<file path="src/rtl/window_pkg.sv">
// Shared types and defaults for the raster pixel source feeding the 3x3 window pipeline.
// Optional flush tail is enabled with `define FRAME_PIXEL_STREAMER_FLUSH_EN.
package window_pkg;

  localparam int DEF_WIDTH           = 640;
  localparam int DEF_HEIGHT          = 480;
  localparam int DEF_BUS_SIZE        = 25;
  localparam int DEF_NUMBER_OF_LINES = 3;

  typedef enum logic [1:0] {
    S_IDLE   = 2'd0,
    S_STREAM = 2'd1,
    S_DONE   = 2'd2
`ifdef FRAME_PIXEL_STREAMER_FLUSH_EN
    , S_FLUSH = 2'd3
`endif
  } state_t;

  // Index width for n distinct values, never narrower than one bit.
  function automatic int addr_w(input int n);
    return (n <= 1) ? 1 : $clog2(n);
  endfunction

  // Counter width able to hold the value n itself.
  function automatic int cnt_w(input int n);
    return (n < 1) ? 1 : $clog2(n + 1);
  endfunction

endpackage

</file>
<file path="src/rtl/pixel_skid_reg.sv">
// One-entry holding register that catches a memory return arriving while downstream stalls.
module pixel_skid_reg
  import window_pkg::*;
#(
  parameter int BUS_SIZE = DEF_BUS_SIZE
) (
  input  logic                clock,
  input  logic                reset,
  input  logic                load,
  input  logic                drain,
  input  logic [BUS_SIZE-1:0] load_data,
  output logic                valid,
  output logic [BUS_SIZE-1:0] skid_data
);

  logic                valid_q, valid_d;
  logic [BUS_SIZE-1:0] data_q, data_d;

  always_comb begin
    valid_d = valid_q;
    data_d  = data_q;
    if (load) begin
      valid_d = 1'b1;
      data_d  = load_data;
    end else if (drain) begin
      valid_d = 1'b0;
    end
  end

  always_ff @(posedge clock or posedge reset) begin
    if (reset) begin
      valid_q <= 1'b0;
      data_q  <= '0;
    end else begin
      valid_q <= valid_d;
      data_q  <= data_d;
    end
  end

  assign valid     = valid_q;
  assign skid_data = data_q;

endmodule

</file>
<file path="src/rtl/frame_pixel_streamer.sv">
// Reads a frame from synchronous memory and streams it in raster order as data/EN with coordinates.
// Define FRAME_PIXEL_STREAMER_FLUSH_EN to append (NUMBER_OF_LINES-1)*WIDTH zero pixels per frame.
module frame_pixel_streamer
  import window_pkg::*;
#(
  parameter int WIDTH           = DEF_WIDTH,
  parameter int HEIGHT          = DEF_HEIGHT,
  parameter int BUS_SIZE        = DEF_BUS_SIZE,
  parameter int NUMBER_OF_LINES = DEF_NUMBER_OF_LINES
) (
  input  logic                              clock,
  input  logic                              reset,
  input  logic                              start,
  input  logic                              stall,
  output logic                              rd_en,
  output logic [addr_w(WIDTH*HEIGHT)-1:0]   rd_addr,
  input  logic [BUS_SIZE-1:0]               rd_data,
  output logic [BUS_SIZE-1:0]               data,
  output logic                              EN,
  output logic [addr_w(WIDTH)-1:0]          x_out,
  output logic [addr_w(HEIGHT)-1:0]         y_out,
  output logic                              sof,
  output logic                              eol,
  output logic                              flush,
  output logic                              busy,
  output logic                              done,
  output state_t                            state_dbg
);

  // Handshake: EN=1 marks data as a pixel this cycle; stall=1 in cycle c makes EN=0 in
  // cycle c+1 and holds data/coordinates, with no pixel lost or repeated.
  localparam int N_PIX = WIDTH * HEIGHT;
  localparam int AW    = addr_w(N_PIX);
  localparam int XW    = addr_w(WIDTH);
  localparam int YW    = addr_w(HEIGHT);
  localparam int CW    = cnt_w(N_PIX);
  localparam logic [CW-1:0] N_LAST = CW'(N_PIX);
  localparam logic [XW-1:0] X_LAST = XW'(WIDTH - 1);

  state_t              state_q, state_d;
  logic [CW-1:0]       rd_cnt_q, rd_cnt_d;
  logic [CW-1:0]       pix_cnt_q, pix_cnt_d;
  logic [XW-1:0]       x_cnt_q, x_cnt_d;
  logic [YW-1:0]       y_cnt_q, y_cnt_d;
  logic                rd_pend_q, rd_pend_d;
  logic [BUS_SIZE-1:0] data_q, data_d;
  logic                en_q, en_d;
  logic [XW-1:0]       x_q, x_d;
  logic [YW-1:0]       y_q, y_d;
  logic                sof_q, sof_d;
  logic                eol_q, eol_d;

  logic                rd_en_c;
  logic                skid_valid;
  logic [BUS_SIZE-1:0] skid_data;
  logic                skid_load;
  logic                skid_drain;
  logic                take_frame;

`ifdef FRAME_PIXEL_STREAMER_FLUSH_EN
  localparam int FL_N = (NUMBER_OF_LINES - 1) * WIDTH;
  localparam int FW   = cnt_w(FL_N);
  localparam logic [FW-1:0] FL_LAST = FW'(FL_N);
  logic [FW-1:0] fl_cnt_q, fl_cnt_d;
  logic          flush_q, flush_d;
  logic          take_flush;
`endif

  // Reads are held off while a returned word is parked, so the skid can never overflow.
  assign rd_en_c    = (state_q == S_STREAM) && !stall && (rd_cnt_q < N_LAST) && !skid_valid;
  assign skid_load  = stall && rd_pend_q;
  assign skid_drain = !stall && skid_valid;
  assign take_frame = !stall && (skid_valid || rd_pend_q);
`ifdef FRAME_PIXEL_STREAMER_FLUSH_EN
  assign take_flush = (state_q == S_FLUSH) && !stall && (fl_cnt_q < FL_LAST);
`endif

  pixel_skid_reg #(.BUS_SIZE(BUS_SIZE)) u_skid (
    .clock     (clock),
    .reset     (reset),
    .load      (skid_load),
    .drain     (skid_drain),
    .load_data (rd_data),
    .valid     (skid_valid),
    .skid_data (skid_data)
  );

  always_comb begin
    state_d   = state_q;
    rd_cnt_d  = rd_cnt_q;
    pix_cnt_d = pix_cnt_q;
    x_cnt_d   = x_cnt_q;
    y_cnt_d   = y_cnt_q;
    rd_pend_d = rd_en_c;
    data_d    = data_q;
    en_d      = 1'b0;
    x_d       = x_q;
    y_d       = y_q;
    sof_d     = 1'b0;
    eol_d     = 1'b0;
`ifdef FRAME_PIXEL_STREAMER_FLUSH_EN
    fl_cnt_d  = fl_cnt_q;
    flush_d   = 1'b0;
`endif

    if (rd_en_c) rd_cnt_d = rd_cnt_q + CW'(1);

    if (take_frame) begin
      data_d    = skid_valid ? skid_data : rd_data;
      en_d      = 1'b1;
      x_d       = x_cnt_q;
      y_d       = y_cnt_q;
      sof_d     = (x_cnt_q == '0) && (y_cnt_q == '0);
      eol_d     = (x_cnt_q == X_LAST);
      pix_cnt_d = pix_cnt_q + CW'(1);
      if (x_cnt_q == X_LAST) begin
        x_cnt_d = '0;
        y_cnt_d = y_cnt_q + YW'(1);
      end else begin
        x_cnt_d = x_cnt_q + XW'(1);
      end
    end
`ifdef FRAME_PIXEL_STREAMER_FLUSH_EN
    else if (take_flush) begin
      data_d   = '0;
      en_d     = 1'b1;
      x_d      = '0;
      y_d      = '0;
      flush_d  = 1'b1;
      fl_cnt_d = fl_cnt_q + FW'(1);
    end
`endif

    case (state_q)
      S_IDLE: begin
        if (start) begin
          state_d   = S_STREAM;
          rd_cnt_d  = '0;
          pix_cnt_d = '0;
          x_cnt_d   = '0;
          y_cnt_d   = '0;
`ifdef FRAME_PIXEL_STREAMER_FLUSH_EN
          fl_cnt_d  = '0;
`endif
        end
      end
      S_STREAM: begin
        if (pix_cnt_q == N_LAST) begin
`ifdef FRAME_PIXEL_STREAMER_FLUSH_EN
          state_d = S_FLUSH;
`else
          state_d = S_DONE;
`endif
        end
      end
`ifdef FRAME_PIXEL_STREAMER_FLUSH_EN
      S_FLUSH: begin
        if (fl_cnt_q == FL_LAST) state_d = S_DONE;
      end
`endif
      S_DONE:  state_d = S_IDLE;
      default: state_d = S_IDLE;
    endcase
  end

  always_ff @(posedge clock or posedge reset) begin
    if (reset) begin
      state_q   <= S_IDLE;
      rd_cnt_q  <= '0;
      pix_cnt_q <= '0;
      x_cnt_q   <= '0;
      y_cnt_q   <= '0;
      rd_pend_q <= 1'b0;
      data_q    <= '0;
      en_q      <= 1'b0;
      x_q       <= '0;
      y_q       <= '0;
      sof_q     <= 1'b0;
      eol_q     <= 1'b0;
    end else begin
      state_q   <= state_d;
      rd_cnt_q  <= rd_cnt_d;
      pix_cnt_q <= pix_cnt_d;
      x_cnt_q   <= x_cnt_d;
      y_cnt_q   <= y_cnt_d;
      rd_pend_q <= rd_pend_d;
      data_q    <= data_d;
      en_q      <= en_d;
      x_q       <= x_d;
      y_q       <= y_d;
      sof_q     <= sof_d;
      eol_q     <= eol_d;
    end
  end

`ifdef FRAME_PIXEL_STREAMER_FLUSH_EN
  always_ff @(posedge clock or posedge reset) begin
    if (reset) begin
      fl_cnt_q <= '0;
      flush_q  <= 1'b0;
    end else begin
      fl_cnt_q <= fl_cnt_d;
      flush_q  <= flush_d;
    end
  end
  assign flush = flush_q;
`else
  assign flush = 1'b0;
`endif

  assign rd_en     = rd_en_c;
  assign rd_addr   = rd_cnt_q[AW-1:0];
  assign data      = data_q;
  assign EN        = en_q;
  assign x_out     = x_q;
  assign y_out     = y_q;
  assign sof       = sof_q;
  assign eol       = eol_q;
  assign busy      = (state_q != S_IDLE);
  assign done      = (state_q == S_DONE);
  assign state_dbg = state_q;

endmodule

</file>
<file path="config.mk">
export PLATFORM = sky130hd
export DESIGN_NAME = frame_pixel_streamer
export DESIGN_NICKNAME = d
export VERILOG_FILES = /design/src/rtl/window_pkg.sv /design/src/rtl/pixel_skid_reg.sv /design/src/rtl/frame_pixel_streamer.sv
export SDC_FILE = /design/constraint.sdc
export NUM_CORES = 1
export LEC_CHECK = 0
export ABC_CLOCK_PERIOD_IN_PS = 6500
export CAP_MARGIN = 20
export CORE_ASPECT_RATIO = 0.9
export CORE_MARGIN = 3
export CORE_UTILIZATION = 33
export DETAILED_ROUTE_END_ITERATION = 10
export SYNTH_ARGS = -nofsm -noshare
export SYNTH_HDL_FRONTEND = slang
export SYNTH_SLANG_ARGS = --single-unit
</file>
<file path="constraint.sdc">
create_clock -name clock -period 6.5 [get_ports clock]
set_input_delay 1.95 -clock clock [delete_from_list [all_inputs] [get_ports clock]]
set_output_delay 1.95 -clock clock [all_outputs]
set_load 0.02 [all_outputs]
</file>
==> results of run 1 <==
==> cell usage after synthesis, types with 2 or more instances <==
cell / instances
mux2_2: 25
a21oi_1: 22
dfrtp_1: 133
or2_2: 3
o21a_1: 2
o31ai_1: 8
inv_1: 17
nor2_1: 36
buf_4: 2
nor4b_1: 4
clkbuf_1: 15
and4_1: 3
ha_1: 7
nor4_1: 12
or4_1: 10
and3_1: 3
a31oi_1: 6
a31o_2: 3
xnor2_1: 14
mux2i_1: 32
o211ai_1: 3
nand3_1: 19
nor3_1: 11
nand2_1: 106
xor2_1: 4
and2_1: 2
or3_1: 7
buf_1: 8
a41o_1: 6
nand4_1: 10
o21ai_0: 43
and3b_1: 2
nand2b_1: 4
==> cell type report <==
type / instances / area (µm²) / area share
sequential: 133 / 3330 / 0.416
timing repair buffer: 108 / 1080 / 0.135
multi-input combinational: 420 / 2620 / 0.327
clock buffer: 25 / 505 / 0.0632
clock inverter: 7 / 93.8 / 0.0117
inverter: 19 / 73.8 / 0.00923
tap: 240 / 300 / 0.0376
==> per-stage QoR <==
stage	total power [µW]	util	area [µm²]
final	2540	0.447	8000
after global routing	2670	0.447	8000
after CTS	2570	0.445	7960
after detailed placement	1590	0.411	7360
after global placement	1570	0.411	7360
after floorplan	1350	-	6120
==> sequential cells by signal (all words and copies together) (netlist names) <==
signal,cells
y_cnt_q,9
rd_pend_q,1
rd_addr,19
pix_cnt_q,19
eol,1
x_cnt_q,10
u_skid.skid_data,25
u_skid.valid,1
state_dbg,2
EN,1
x_out,10
y_out,9
sof,1
data,25
==> power by group through the flow <==
| stage | Combinational, µW | Clock [µW] | Sequential, µW |
|---|---|---|---|
| floorplan | 214 | 0 | 1140 |
| global placement | 492 | 0 | 1080 |
| detailed placement | 505 | 0 | 1090 |
| CTS | 507 | 987 | 1070 |
| global route | 552 | 1030 | 1090 |
| finish | 501 | 962 | 1070 |
==> cell families (layout without fill, tap and decap cells) <==
family | Yosys count | in the layout | share of synthesized area
xor gates and xnor gates | 18 | 18 | 0.0257
AOI/OAI and AO/OA | 99 | 99 | 0.0979
other | 1 | 1 | 0.000612
adders and majority gates | 7 | 7 | 0.0143
buffers and inverters | 46 | 159 | 0.0308
DFF | 133 | 133 | 0.543
and+or+nand+nor | 238 | 238 | 0.189
muxes | 57 | 57 | 0.0983
==> critical path: cells and delay by family <==
family | cells | cell delay (ns)
compound gates | 1 | 0.11
simple gates | 1 | 0.33
buf+inv | 4 | 1.49
==> worst paths after layout <==
path | endpoint | slack [ns] | cells after the start
worst max-delay path | rd_en | 0.66 | 6
worst min-delay path | x_out[9]$_DFFE_PP0P_ | 0.47 | 2
worst max register to register | pix_cnt_q[3]$_DFF_PP0_ | 3.45 | 6
worst min register to register | x_out[9]$_DFFE_PP0P_ | 0.47 | 2
max in group asynchronous | rd_addr[8]$_DFF_PP0_ | 3.45 | 3
min in group asynchronous | x_out[3]$_DFFE_PP0P_ | 2.02 | 2
==> metal layers <==
layer | part of all wire | track usage | wire length (µm)
met5 | 0 | 0 | 0
met3 | 0.031 | 0.0361 | 451
met4 | 0.011 | 0.0447 | 167
met1 | 0.46 | 0.193 | 6700
met2 | 0.50 | 0.245 | 7360
==> impl_metrics.py, run 1 <==
metrics = {
    "yosys": {
        "synth_cell_types": 50,
        "synthArstFlopShare": 1.00,
        "synth_cells": 599,
        "ys_ff_latch": 133,
        "ys_seq_area_frac": 0.543,
        "yosys_warnings": 0,
        "syn_nets": 635,
        "synthTopCellsByArea": "dfrtp_1 (54%), nand2_1 (6.5%), mux2i_1 (5.2%), mux2_2 (4.6%), o21ai_0 (3.5%)",
        "yosysTopAreaCellShare": 0.543,
        "synth_edf_count": 0,
        "synth_top_area_cell": "dfrtp_1",
        "synth_area_mm2": 0.00612,
        "synth.avg_cell_area_um2": 10.2,
        "synth-main-ff-cell": "dfrtp_1",
    },
    "pwr": {
        "p_sw_uw": 726,
        "p_sw_frac": 0.286,
        "intPower_uw": 1810,
        "power_frac_comb": 0.197,
        "pwr-share-seq": 0.423,
        "p_per_area_mw_per_mm2": 317,
        "power.leakage_uw": 0.00346,
        "pwr-share-clk": 0.379,
        "peakVddDrop_uv": 177,
    },
    "grt": {
        "overflow": 0,
        "grt_usage": 0.148,
        "grt_pass1_wl_um": 24200,
        "grt_pass1_vias": 4837,
        "grt_max_degree": 58,
        "antenna_found_initial": 0,
    },
    "worst_setup_path": {
        "cp.required_ns": 4.55,
        "cpMaxStageDelayCell": "clkdlybuf4s50_1",
        "rr_startpoint": "u_skid.valid$_DFFE_PP0P_",
        "worst-path-max-fanout": 11,
        "cp-end-kind": "output port",
        "path_cells": "clkdlybuf4s50_1, nor4b_1, buf_4, o211ai_1, inv_2, clkdlybuf4s50_1",
        "cp.arrival_ns": 3.89,
        "slowest_delay_ns": 0.64,
        "cp-startpoint": "stall",
        "crit_type": "primary input to output port",
        "crit_top_cell": "clkdlybuf4s50_1",
        "cp-start-kind": "primary input",
    },
    "clock_tree": {
        "cts.reportedPaths.clkPinSlew_ns": 0.05,
        "clockRootBuffer": "clkbuf_16",
        "insertion_delay_ns": 0.41,
        "cts.path.max_buffers": 2,
        "htreeDepth": 4,
        "numCtsBuffers": 17,
        "cts.sinks": 133,
        "cts_hold_buf": 0,
        "ctsResizeCount": 0,
        "cts_setup_buffers": 0,
        "cts_tree": "done",
    },
    "drt": {
        "drc": 0,
        "first_pass_iters": 4,
        "ant_nets": 0,
        "vias": 4822,
        "vias_per_cell": 5.07,
        "wirelength_um": 14700,
        "wl_per_cell_um": 15.4,
        "first_iter_violations": 290,
    },
    "sta": {
        "fin_crit_sh": 0.898,
        "fin_hold_ws_ns": 0.467,
        "setup-tns-final_ns": 0,
        "fmax_ghz": 0.171,
        "finalSetupViolations": 0,
        "slew_headroom": 0.305,
        "slew_viol_final": 0,
        "final_hold_viol_count": 0,
        "rsz0062_at_grt": "no",
        "worst_slew_pin_slew_ns": 1.04,
        "period_needed_ns": 5.84,
        "clock_skew_ns": 0.00971,
        "setup_ws_ns": 0.663,
    },
    "final_layout": {
        "diodes": 0,
        "final_common_cell": "dfrtp_1",
        "layoutNonFillerInstCount": 952,
        "final_layout_size_suffix_gt1_frac": 0.107,
        "final_cell_mix": "dfrtp_1 (133), nand2_1 (106), clkdlybuf4s50_1 (99)",
        "synthToLayoutAreaGrowth_pct": 30.5,
        "layout.nets": 735,
        "n_fill_cell": 1688,
    },
    "die": {
        "core_area_mm2": 0.0179,
        "die_w_um": 150,
        "io_pins": 101,
        "die_h_um": 135,
        "num_rows": 46,
        "start_util": 0.342,
        "dieArea_mm2": 0.0202,
    },
    "hold_path": {
        "min_from": "x_out[9]$_DFFE_PP0P_",
        "hold_path.class": "flop to flop",
    },
    "flow_run": {
        "maxCapViolations": 0,
    },
    "placed_design": {
        "hpwl_um": 9810,
        "io_buffers": 99,
        "pre_cts_ws_ns": 0.649,
        "dp_cells": 918,
        "gp_congestion": 0.767,
    },
    "outcome": {
        "status": "completed",
    },
}
Power figures use the tool's default switching activity.
==> run 2: changes to the inputs <==
CORE_UTILIZATION = 40   (was 33)
PLACE_DENSITY_LB_ADDON = 0.15   (was unset)
==> run 2 against run 1 <==
Net effect: setup slack worse by 0.24 ns; via count about the same; clock power grew 1%; sequential cell count is the same; sequential power about the same; sequential share of layout area increased by 0.22 points; first-iteration DRC count fell by 5.2%; global-route usage grew 2.9 points; core utilization rose by 8.8 points; combinational power about the same; critical endpoint unchanged.
==> impl_metrics.py, run 2 (same netlist as run 1, synthesis figures left out) <==
metrics = {
    "outcome": {
        "status": "completed",
    },
    "flow_run": {
        "maxCapViolations": 0,
    },
    "worst_setup_path": {
        "path_cells": "clkdlybuf4s50_1, nor4b_1, o211ai_1, inv_2, clkdlybuf4s50_1",
        "cp-end-kind": "output port",
        "critical-path-top-delay-family": "buffers and inverters",
        "crit_top_cell": "clkdlybuf4s50_1",
        "slowest_delay_ns": 0.64,
        "cp_num_buf_inv": 3,
        "cp.depth": 5,
        "r2r_cells": 8,
        "cpMaxStageDelayCell": "clkdlybuf4s50_1",
        "cp-start-kind": "primary input",
        "cp.arrival_ns": 4.13,
        "worst-path-max-fanout": 11,
        "cp.required_ns": 4.55,
        "crit_type": "primary input to output port",
    },
    "die": {
        "core_area_mm2": 0.0149,
        "io_pins": 101,
        "start_util": 0.412,
        "die_h_um": 123,
        "dieArea_mm2": 0.0168,
        "die_w_um": 136,
        "num_rows": 42,
    },
    "grt": {
        "grt_pass1_wl_um": 23700,
        "grt_max_degree": 55,
        "grt_pass1_vias": 4750,
        "grt_usage": 0.177,
        "antenna_found_initial": 0,
        "overflow": 0,
    },
    "pwr": {
        "p_per_area_mw_per_mm2": 321,
        "pwr-share-clk": 0.382,
        "peakVddDrop_uv": 209,
        "intPower_uw": 1840,
        "p_sw_uw": 712,
        "power.leakage_uw": 0.00346,
        "p_sw_frac": 0.279,
        "power_uw": 2550,
        "power_frac_comb": 0.196,
        "pwr-share-seq": 0.422,
    },
    "clock_tree": {
        "cts.sinks": 133,
        "cts.path.max_buffers": 2,
        "numCtsBuffers": 17,
        "cts_setup_buffers": 0,
        "clockRootBuffer": "clkbuf_16",
        "insertion_delay_ns": 0.41,
        "cts.reportedPaths.clkPinSlew_ns": 0.06,
        "cts_tree": "done",
        "cts_hold_buf": 0,
        "ctsResizeCount": 0,
        "htreeDepth": 4,
    },
    "final_layout": {
        "layout.nets": 735,
        "final_cell_mix": "dfrtp_1 (133), nand2_1 (106), clkdlybuf4s50_1 (99)",
        "synthToLayoutAreaGrowth_pct": 29.8,
        "diodes": 0,
        "final_common_cell": "dfrtp_1",
        "layoutNonFillerInstCount": 909,
        "final_layout_size_suffix_gt1_frac": 0.0999,
    },
    "sta": {
        "fmax_ghz": 0.165,
        "setup-tns-final_ns": 0,
        "rsz0062_at_grt": "no",
        "finalSetupViolations": 0,
        "fin_crit_sh": 0.935,
        "slew_viol_final": 0,
        "final_hold_viol_count": 0,
        "slew_headroom": 0.378,
        "clock_skew_ns": 0.00783,
        "worst_slew_pin_slew_ns": 0.925,
        "period_needed_ns": 6.08,
    },
    "hold_path": {
        "hold_depth": 2,
        "hold_path.class": "flop to flop",
    },
    "drt": {
        "drc": 0,
        "vias_per_cell": 5.31,
        "first_pass_iters": 4,
        "first_iter_violations": 275,
        "ant_nets": 0,
        "wirelength_um": 14000,
        "vias": 4826,
        "wl_per_cell_um": 15.4,
    },
    "placed_design": {
        "io_buffers": 99,
        "gp_congestion": 0.835,
        "hpwl_um": 9330,
        "dp_cells": 876,
    },
}
## run 2: final cells by class
cell class,instances,area [µm²]
clock buffers,28,507
inverters,19,73.8
fillers,1334,6920
flip-flops and latches,133,3330
repair buffers,108,1090
multi-input cells,420,2620
clock inverters,3,90.1
well taps,198,248
## run 2: path summary, 6_finish.rpt
check | from | slack (ns) | to
worst min register to register | y_out[8]$_DFFE_PP0P_ | 0.47 | y_out[8]$_DFFE_PP0P_
max in group asynchronous | reset | 3.49 | u_skid.skid_data[21]$_DFFE_PP0P_
worst min-delay path | y_out[8]$_DFFE_PP0P_ | 0.47 | y_out[8]$_DFFE_PP0P_
worst max-delay path | stall | 0.42 | rd_en
min in group asynchronous | reset | 1.98 | data[4]$_DFFE_PP0P_
worst max register to register | u_skid.valid$_DFFE_PP0P_ | 3.71 | pix_cnt_q[3]$_DFF_PP0_
## run 2: power by group through the flow
stage                     clock network, µW  registers, µW  logic [µW]
after floorplan                           0           1140         214
after global placement                    0           1080         490
after detailed placement                  0           1090         502
after CTS                               994           1070         504
after global routing                   1030           1090         555
final                                   975           1080         500
## run 2: stage by stage
| stage | hold WS (ns) | setup WS, ns | area, µm² | utilization |
|---|---|---|---|---|
| after CTS | 0.480 | 0.379 | 7910 | 0.532 |
| after floorplan | 0.466 | 0.996 | 6120 | - |
| after global routing | 0.495 | 0.271 | 7950 | 0.535 |
| after global placement | 0.458 | 0.431 | 7300 | 0.491 |
| final | 0.471 | 0.422 | 7950 | 0.535 |
| after detailed placement | 0.466 | 0.396 | 7310 | 0.491 |
## run 2: layer usage
layer,share of wire,GRT usage
met1,0.47,0.240
met2,0.48,0.276
met3,0.036,0.0435
met4,0.016,0.0699
met5,0,0
## run 2: worst register-to-register path: stages (launching register included)
cell and delay (ns):
dfrtp_1 0.35, buf_4 0.28, o21bai_4 0.23, buf_12 0.23
buf_4 0.48, clkinv_1 0.59, nand4_1 0.28, xor2_1 0.17
nor2_1 0.05
